`config.mk`:
```
export PLATFORM = sky130hd
export DESIGN_NAME = regression_mac_sequencer_flat
export DESIGN_NICKNAME = d
export VERILOG_FILES = /design/src/rtl/regression_mac_sequencer_if.sv /design/src/rtl/regression_mac_sequencer.sv /design/src/flat_wrapper.sv
export SDC_FILE = /design/constraint.sdc
export NUM_CORES = 1
export LEC_CHECK = 0
export BUFFER_PORTS_ARGS = -buffer_cell sky130_fd_sc_hd__clkbuf_2
export CAP_MARGIN = 15
export CELL_PAD_IN_SITES_DETAIL_PLACEMENT = 1
export CELL_PAD_IN_SITES_GLOBAL_PLACEMENT = 1
export CORE_MARGIN = 1
export CORE_UTILIZATION = 42
export DETAILED_ROUTE_END_ITERATION = 16
export PLACE_DENSITY_LB_ADDON = 0.1
export SLEW_MARGIN = 20
export SYNTH_ARGS = -nofsm -noshare
export SYNTH_HDL_FRONTEND = slang
export SYNTH_SLANG_ARGS = --single-unit
```
`constraint.sdc`:
```
create_clock -name clk -period 6.5 [get_ports clk]
set_input_delay 0.65 -clock clk [delete_from_list [all_inputs] [get_ports clk]]
set_output_delay 0.65 -clock clk [all_outputs]
set_load 0.02 [all_outputs]
```
`src/rtl/regression_mac_sequencer_if.sv`:
```
// Operand/result handshake bundle for regression_mac_sequencer.
// master: operand source + result consumer side (drives operands and out_ready).
// slave : the sequencer itself (drives in_ready, result, status).
//   in_valid/in_ready  operand set handshake, c0 (ACC_W), c1..c3 and f0..f2 (DATA_W)
//   out_valid/out_ready result handshake, y (ACC_W), ovf, busy
interface regression_mac_sequencer_if #(
   parameter int DATA_W = 16,
   parameter int ACC_W  = 32
);
   logic              in_valid;
   logic              in_ready;
   logic [ACC_W-1:0]  c0;
   logic [DATA_W-1:0] c1;
   logic [DATA_W-1:0] c2;
   logic [DATA_W-1:0] c3;
   logic [DATA_W-1:0] f0;
   logic [DATA_W-1:0] f1;
   logic [DATA_W-1:0] f2;
   logic              out_valid;
   logic              out_ready;
   logic [ACC_W-1:0]  y;
   logic              ovf;
   logic              busy;

   modport master (
      output in_valid, c0, c1, c2, c3, f0, f1, f2, out_ready,
      input  in_ready, out_valid, y, ovf, busy
   );

   modport slave (
      input  in_valid, c0, c1, c2, c3, f0, f1, f2, out_ready,
      output in_ready, out_valid, y, ovf, busy
   );
endinterface

```
`src/rtl/regression_mac_sequencer.sv`:
```
// Purpose : y = c0 + c1*f0 + c2*f1 + c3*f2 with one shared multiplier and accumulator.
// Latency : out_valid rises 4 cycles after the accepting cycle; one result per 5 cycles.
// Backpres: in_ready low while busy; result held in DONE until out_ready.
//
// Ports:
//   clk  rising-edge clock
//   rst  asynchronous active-high reset
//   bus  regression_mac_sequencer_if.slave (operands in, y/ovf/busy out)
// Parameters: DATA_W (c1..c3, f0..f2 width), ACC_W (c0/acc/y width, ACC_W >= 2*DATA_W).
// Build option: define REG_SAT_EN to clamp the accumulator at all-ones on carry-out
// instead of wrapping modulo 2^ACC_W. ovf is set on any carry-out in both builds.
module regression_mac_sequencer #(
   parameter int DATA_W = 16,
   parameter int ACC_W  = 32
) (
   input  logic                         clk,
   input  logic                         rst,
   regression_mac_sequencer_if.slave    bus
);

   localparam logic [1:0] S_IDLE = 2'd0;
   localparam logic [1:0] S_MAC  = 2'd1;
   localparam logic [1:0] S_DONE = 2'd2;

   // Operands captured at accept; the live bus is never looked at again until IDLE.
   typedef struct packed {
      logic [DATA_W-1:0] c1;
      logic [DATA_W-1:0] c2;
      logic [DATA_W-1:0] c3;
      logic [DATA_W-1:0] f0;
      logic [DATA_W-1:0] f1;
      logic [DATA_W-1:0] f2;
   } ops_t;

   logic [1:0]          state;
   logic [1:0]          idx;
   ops_t                ops;
   logic [ACC_W-1:0]    acc;
   logic [ACC_W-1:0]    y_q;
   logic                ovf_q;

   logic                accept;
   logic                last_term;
   logic [DATA_W-1:0]   mul_a;
   logic [DATA_W-1:0]   mul_b;
   logic [2*DATA_W-1:0] prod;
   logic [ACC_W:0]      sum;
   logic [ACC_W-1:0]    acc_next;

   assign accept    = (state == S_IDLE) && bus.in_valid;
   assign last_term = (idx == 2'd2);

   // Term select: idx 0 -> c1*f0, 1 -> c2*f1, 2 -> c3*f2.
   always_comb begin
      mul_a = ops.c1;
      mul_b = ops.f0;
      case (idx)
         2'd1: begin
            mul_a = ops.c2;
            mul_b = ops.f1;
         end
         2'd2: begin
            mul_a = ops.c3;
            mul_b = ops.f2;
         end
         default: begin
            mul_a = ops.c1;
            mul_b = ops.f0;
         end
      endcase
   end

   // Full-width product, zero-extended into the accumulator; the extra sum bit is the carry.
   assign prod = {{DATA_W{1'b0}}, mul_a} * {{DATA_W{1'b0}}, mul_b};
   assign sum  = {1'b0, acc} + {1'b0, ACC_W'(prod)};

`ifdef REG_SAT_EN
   // Once clamped, every later non-zero term carries again, so the clamp holds by itself.
   assign acc_next = sum[ACC_W] ? {ACC_W{1'b1}} : sum[ACC_W-1:0];
`else
   assign acc_next = sum[ACC_W-1:0];
`endif

   always_ff @(posedge clk or posedge rst) begin
      if (rst) begin
         state <= S_IDLE;
         idx   <= 2'd0;
         ops   <= '0;
         acc   <= '0;
         y_q   <= '0;
         ovf_q <= 1'b0;
      end else begin
         case (state)
            S_IDLE: begin
               if (accept) begin
                  ops.c1 <= bus.c1;
                  ops.c2 <= bus.c2;
                  ops.c3 <= bus.c3;
                  ops.f0 <= bus.f0;
                  ops.f1 <= bus.f1;
                  ops.f2 <= bus.f2;
                  acc    <= bus.c0;
                  ovf_q  <= 1'b0;
                  idx    <= 2'd0;
                  state  <= S_MAC;
               end
            end
            S_MAC: begin
               acc <= acc_next;
               if (sum[ACC_W]) begin
                  ovf_q <= 1'b1;
               end
               if (last_term) begin
                  // y is a separate register so it survives the next accept reloading acc.
                  y_q   <= acc_next;
                  idx   <= 2'd0;
                  state <= S_DONE;
               end else begin
                  idx <= idx + 2'd1;
               end
            end
            S_DONE: begin
               if (bus.out_ready) begin
                  state <= S_IDLE;
               end
            end
            default: begin
               state <= S_IDLE;
               idx   <= 2'd0;
            end
         endcase
      end
   end

   assign bus.in_ready  = (state == S_IDLE);
   assign bus.out_valid = (state == S_DONE);
   assign bus.busy      = (state != S_IDLE);
   assign bus.y         = y_q;
   assign bus.ovf       = ovf_q;

endmodule

```
`src/flat_wrapper.sv`:
```
// flat-port wrapper written by rule: the top's interface ports become plain ports
module regression_mac_sequencer_flat 
#(
   parameter int DATA_W = 16,
   parameter int ACC_W  = 32
)
  (clk, rst, bus_in_valid, bus_c0, bus_c1, bus_c2, bus_c3, bus_f0, bus_f1, bus_f2, bus_out_ready, bus_in_ready, bus_out_valid, bus_y, bus_ovf, bus_busy);
  regression_mac_sequencer_if #(.DATA_W(DATA_W), .ACC_W(ACC_W)) bus_i ();
  input  logic clk;
  input  logic rst;
  input wire logic [$bits(bus_i.in_valid)-1:0] bus_in_valid;
  input wire logic [$bits(bus_i.c0)-1:0] bus_c0;
  input wire logic [$bits(bus_i.c1)-1:0] bus_c1;
  input wire logic [$bits(bus_i.c2)-1:0] bus_c2;
  input wire logic [$bits(bus_i.c3)-1:0] bus_c3;
  input wire logic [$bits(bus_i.f0)-1:0] bus_f0;
  input wire logic [$bits(bus_i.f1)-1:0] bus_f1;
  input wire logic [$bits(bus_i.f2)-1:0] bus_f2;
  input wire logic [$bits(bus_i.out_ready)-1:0] bus_out_ready;
  output wire logic [$bits(bus_i.in_ready)-1:0] bus_in_ready;
  output wire logic [$bits(bus_i.out_valid)-1:0] bus_out_valid;
  output wire logic [$bits(bus_i.y)-1:0] bus_y;
  output wire logic [$bits(bus_i.ovf)-1:0] bus_ovf;
  output wire logic [$bits(bus_i.busy)-1:0] bus_busy;
  assign bus_i.in_valid = bus_in_valid;
  assign bus_i.c0 = bus_c0;
  assign bus_i.c1 = bus_c1;
  assign bus_i.c2 = bus_c2;
  assign bus_i.c3 = bus_c3;
  assign bus_i.f0 = bus_f0;
  assign bus_i.f1 = bus_f1;
  assign bus_i.f2 = bus_f2;
  assign bus_i.out_ready = bus_out_ready;
  assign bus_in_ready = bus_i.in_ready;
  assign bus_out_valid = bus_i.out_valid;
  assign bus_y = bus_i.y;
  assign bus_ovf = bus_i.ovf;
  assign bus_busy = bus_i.busy;
  regression_mac_sequencer #(.DATA_W(DATA_W), .ACC_W(ACC_W)) u_core (.clk(clk), .rst(rst), .bus(bus_i));
endmodule
```
======== Word level (Yosys, flattened, before mapping) ========
Cells that the tools add are included.
storage, ports and cells
  bits in latches ......................... 0
  register bits ........................... 165
  memories ................................ 0
  word-level logic and storage cells ...... 47
  memory bits (read-only) ................. 0
  memory bits (writable) .................. 0
operators by class
  muxes and demuxes ....................... 14
  $lt $le $gt $ge ......................... 0
  divide/modulo/power cells ............... 0
  shift-type cells ........................ 0
  reductions and logical operators ........ 10
  bitwise operators ....................... 1
  equality and inequality tests ........... 8
  $mul .................................... 1
  add/subtract/negate cells ............... 2
operators by type and width
  kind                                                   number
  case mux 16 bit (2 select lines)                       2
  case mux 32 bit (2 select lines)                       1
  adder 32 x 32 -> 33 bit                                1
  multiplier 16 x 16 -> 32 bit                           1
  2-to-1 mux 32 bit                                      1
  case mux 2 bit (3 select lines)                        2
  2-to-1 mux 2 bit                                       5
  AND reduction 2 bit                                    4
  inequality test 2 x 1 -> 1 bit, second input constant  3
  AND reduction 3 bit                                    2
  == test 2 x 1 -> 1 bit, second input constant          2
  == test 2 bit, second input constant                   2
  nonzero test 2 bit                                     2
  adder 2 x 1 -> 2 bit, second input constant            1
  logical NOT 2 bit                                      1
  2-to-1 mux 1 bit                                       2
  inequality test 2 bit, second input constant           1
  case mux 1 bit (2 select lines)                        1
  logical AND 1 bit                                      1
  inverter 1 bit                                         1

======== Depth between registers and ports, before layout ========
  word-level depth ........................ 6
  depth in mapped cells ................... 29

======== Worst setup path before layout ========
OpenSTA, ideal clock, no wires.
  kind .................................... register to register
  from .................................... reg u_core.idx[0]
  to ...................................... reg u_core.acc[30]
  arrival ................................. 6.872 ns
  setup slack ............................. -0.509 ns
  stages on the path, launching flop included .. 28
  path through ............................ dfrtp_1 inv_1 ha_1 clkbuf_1 clkbuf_1 buf_1 a21oi_1 nand2_1 fa_1 inv_1 fa_1 fa_1 inv_1 fa_1 inv_1 fa_1 inv_1 fa_1 inv_1 ha_1 and4_4 nand4_1 or3_1 and2_4 o311ai_4 a31oi_1 xor2_1 a21oi_1
between the ends
  longest elaborated chain between the ends .. 5
ends and longest elaborated chain
  what                                                            line                             text
  start, declared                                                 regression_mac_sequencer.sv:36   logic [1:0] idx;
  start signal, assigned                                          regression_mac_sequencer.sv:119  idx <= idx + 2'd1;
  == test 2 bit / == test 2 x 1 -> 1 bit (equally long branches)  regression_mac_sequencer.sv:57   case (idx)
  case mux 16 bit (2 select lines)                                regression_mac_sequencer.sv:57
  multiplier 16 x 16 -> 32 bit *                                  regression_mac_sequencer.sv:74   assign prod = {{DATA_W{1'b0}}, mul_a} * {{DATA_W{1'b0}}, mul_b};
  adder 32 x 32 -> 33 bit *                                       regression_mac_sequencer.sv:75   assign sum = {1'b0, acc} + {1'b0, ACC_W'(prod)};
  case mux 32 bit (2 select lines) *                              regression_mac_sequencer.sv:93   case (state)
  end signal, assigned                                            regression_mac_sequencer.sv:102  acc <= bus.c0;
  end signal, assigned                                            regression_mac_sequencer.sv:109  acc <= acc_next;
  end, declared                                                   regression_mac_sequencer.sv:38   logic [ACC_W-1:0] acc;
Mark *: on every way between the ends. The rest lies on a longest branch, timed or not.
A chain may end at the register's enable or synchronous reset.

======== Worst setup path after layout ========
  from .................................... reg u_core.idx[1]
  to ...................................... reg u_core.y_q[25] (netlist: u_core.bus.y[25])
between the ends
  longest elaborated chain between the ends .. 4
ends and longest elaborated chain
  what                                                            line                                                            text
  == test 2 bit / == test 2 x 1 -> 1 bit (equally long branches)  regression_mac_sequencer.sv:51, regression_mac_sequencer.sv:57
  case mux 16 bit (2 select lines)                                regression_mac_sequencer.sv:57
  multiplier 16 x 16 -> 32 bit                                    regression_mac_sequencer.sv:74
  adder 32 x 32 -> 33 bit                                         regression_mac_sequencer.sv:75
  end signal, assigned                                            regression_mac_sequencer.sv:115                                 y_q <= acc_next;
  end, declared                                                   regression_mac_sequencer.sv:39                                  logic [ACC_W-1:0] y_q;
Parallel ways exist; a longest one is shown, timed or not.

==> results.yml <==
place:
  hpwlAfterDp_um: 46350
  gp_routability_congestion: 0.9347
  io_buffer_count: 167
floorplanning:
  chipWidth_um: 199.9
  die_h_um: 199.9
  floorplan.core_area_um2: 38650
  ios: 168
  row_count: 72
  fp.dieArea_um2: 39960
  floorplan.initialDensity_pct: 42.56
worst_setup_path:
  worst_path_max_delay_cell: "fa_2"
  worst_setup_path_start_kind: "register"
  timing.setup.critical_path_class: "register to register"
  cp_data_required_time_ns: 6.84
  timing.critical_path.slowest_cell_delay_ns: 0.56
  worst_path_most_repeated_cell: "fa_1"
  cp_data_arrival_time_ns: 7.39
  worst_r2r_path_depth: 29
  cp_max_fo: 7
  timing.critical_path.to_type: "register"
timing:
  finalHoldWorstSlack_ns: 0.3217
  tightestPinTransition_ns: 1.073
  setup_viol_count_final: 33
  final.period_utilization_pct: 108.5
  fin_skew_ns: 0.01569
  final_max_slew_viol_count: 0
  clock.fmax_ghz: 0.1418
  remaining_max_slew_budget_at_the_tightest_pin_pct: 28.48
  period_minus_slack_ns: 7.050
  setup_slack_ns: -0.5500
  unrepaired_setup_endpoints_after_global_routing: "yes"
  hold_viol_final: 0
synthesis:
  postSynthAreaPerCell_um2: 8.427
  synth.top_cells.by_count: "nand2_1, inv_1, fa_1"
  syn_inst: 1952
  yosys.area.top_type: "fa_1"
  yosys_warnings: 0
  synth_largest_type_area_fraction_pct: 27.50
  synth_edf_count: 0
  synth_sequential_area_ratio_pct: 25.10
  syn_nets: 2417
  synth_area_leaders: "fa_1, dfrtp_1, nand2_1"
  most_numerous_cell_in_the_yosys_netlist: "nand2_1"
  synth_async_sr_flop_share_pct: 100.0
  synth.ff_latch_count: 165
  yosys.cell_types.count: 45
  synthFlopType: "dfrtp_1"
  cell_area_after_technology_mapping_um2: 16450
grt:
  first_global_vias: 16510
  grt_antenna_before_repair: 0
  first_pass_grt_wire_length_um: 93500
  grt_max_degree: 102
  globalRouteOverflowTotal: 0
  global_route.usage.total_pct: 31.46
status:
  violations: "setup timing"
  result_of_the_run: "finished with violations"
detailed_routing:
  via_count: 14850
  detailed_routing_iterations_pass_1: 5
  detail_route.vias_per_cell: 5.150
  first_iter_violations: 802
  wl_um: 59350
  drt_drc_violations_left: 0
  routed_wire_length_per_instance_um: 20.59
  final_antenna_net_count: 0
clock_network:
  worst_setup_hold_path_clk_slew_ns: 0.07
  clock_path_buffers: 2
  cts.root.buffer_cell: "clkbuf_16"
  clock_latency_on_the_worst_skew_pair_ns: 0.49
  cts_max_level: 4
  tritoncts.num_buffers: 17
  cts_tree: "yes"
  ctsHoldBuffers: 0
  cts_sinks: 165
layout:
  drive_gt1_share_pct: 28.79
  area_overhead_of_the_layout_relative_to_synthesis_pct: 33.37
  insertedDiodeCount: 0
  nNetsFinal: 2817
job:
  max_cap_violations: 0
hold_path:
  hold_path_class: "primary input to async pin"
cells in the final DEF (no fill, tap or decap), drive strengths merged, types with 5 or more instances in the layout:
master / n
a211oi: 12
a22oi: 36
a21o: 40
and2: 16
nand4: 6
dfrtp: 165
nor2b: 5
mux2: 5
a21oi: 82
ha: 107
clkinvlp: 6
buf: 291
clkbuf: 186
nand2: 524
o21ai: 48
o31ai: 7
fa: 226
xor2: 14
and3: 10
nor3: 5
nand3: 5
inv: 341
nor2: 171
o21a: 7
a31oi: 6
xnor2: 13
metrics by stage:
stage	setup WS, ns	TNS [ns]	cell area, µm²	std cells	util, %
floorplan	-0.02428	-0.05576	16790	1952	-
global placement	-0.4769	-12.57	19810	2789	51.26
detailed placement	-0.6806	-17.18	19810	2789	51.26
CTS	-0.4548	-11.91	21360	2868	55.28
global route	-0.7922	-21.19	21940	2883	56.77
finish	-0.5500	-13.01	21940	2883	56.77
kinds of logic (layout without fill, tap and decap cells):
family / Yosys count / after routing / share of synthesized area [%]
compound gates: 259 / 259 / 10.11
mux: 7 / 7 / 0.4640
flops: 165 / 165 / 25.10
fa+ha+maj: 333 / 333 / 35.64
buf+inv: 416 / 829 / 9.515
xor+xnor: 27 / 27 / 1.438
simple gates: 745 / 745 / 17.73
registers in the layout, indices dropped and copies added (netlist names):
register        flops
u_core.acc         32
u_core.bus.y       32
u_core.ops         96
u_core.idx          2
u_core.state        2
u_core.bus.ovf      1
final timing paths:
path                                            start  slack, ns                            to
setup reg to reg            u_core.idx[1]$_DFFE_PP0P_      -0.55  u_core.bus.y[25]$_DFFE_PP0P_
hold reg to reg            u_core.ops[19]$_DFFE_PP0P_       0.48    u_core.ops[19]$_DFFE_PP0P_
max in group asynchronous                         rst       4.94    u_core.ops[83]$_DFFE_PP0P_
min in group clk                        bus_out_ready       0.33   u_core.state[1]$_DFFE_PP0P_
setup / recovery            u_core.idx[1]$_DFFE_PP0P_      -0.55  u_core.bus.y[25]$_DFFE_PP0P_
hold / removal                                    rst       0.32   u_core.bus.y[2]$_DFFE_PP0P_
critical path, delay by kind of cell, from the launching register on:
family | cells | cell delay (ns)
AND/OR/NAND/NOR | 2 | 0.14
buffers and inverters | 10 | 0.99
XOR/XNOR | 1 | 0.20
AO/OA/AOI/OAI | 8 | 1.56
flip-flops | 1 | 0.44
adder cells (fa/ha/maj) | 8 | 3.55
routing by layer:
metal,part of all wire [%],global-route usage (%),up-vias,routed length (µm)
li1,-,-,6763,-
met1,45,42.87,7608,26720
met2,48,51.47,390,28420
met3,4.3,4.519,86,2575
met4,2.8,10.52,0,1640
met5,0,0,-,0
area by class of cell:
type | instances | area, µm²
Tap cell | 518 | 648.1
Clock buffer | 19 | 442.9
Clock inverter | 13 | 148.9
Timing Repair Buffer | 459 | 3480
Sequential cell | 165 | 4129
Fill cell | 4552 | 16710
Multi-Input combinational cell | 1371 | 11820
Inverter | 338 | 1274
repair_timing:
| action | CTS | global route |
|---|---|---|
| setup endpoints to repair | 39 | 43 |
| setup buffers | 47 | 16 |
| hold endpoints to repair | 0 | 0 |
| resized for setup | 115 | 100 |
| cloned | 3 | 0 |
| pin swaps | 76 | 36 |
Power is left out: the tool's default activity adds up to more than one toggle a clock period on the data nets, which glitch-free logic cannot reach.
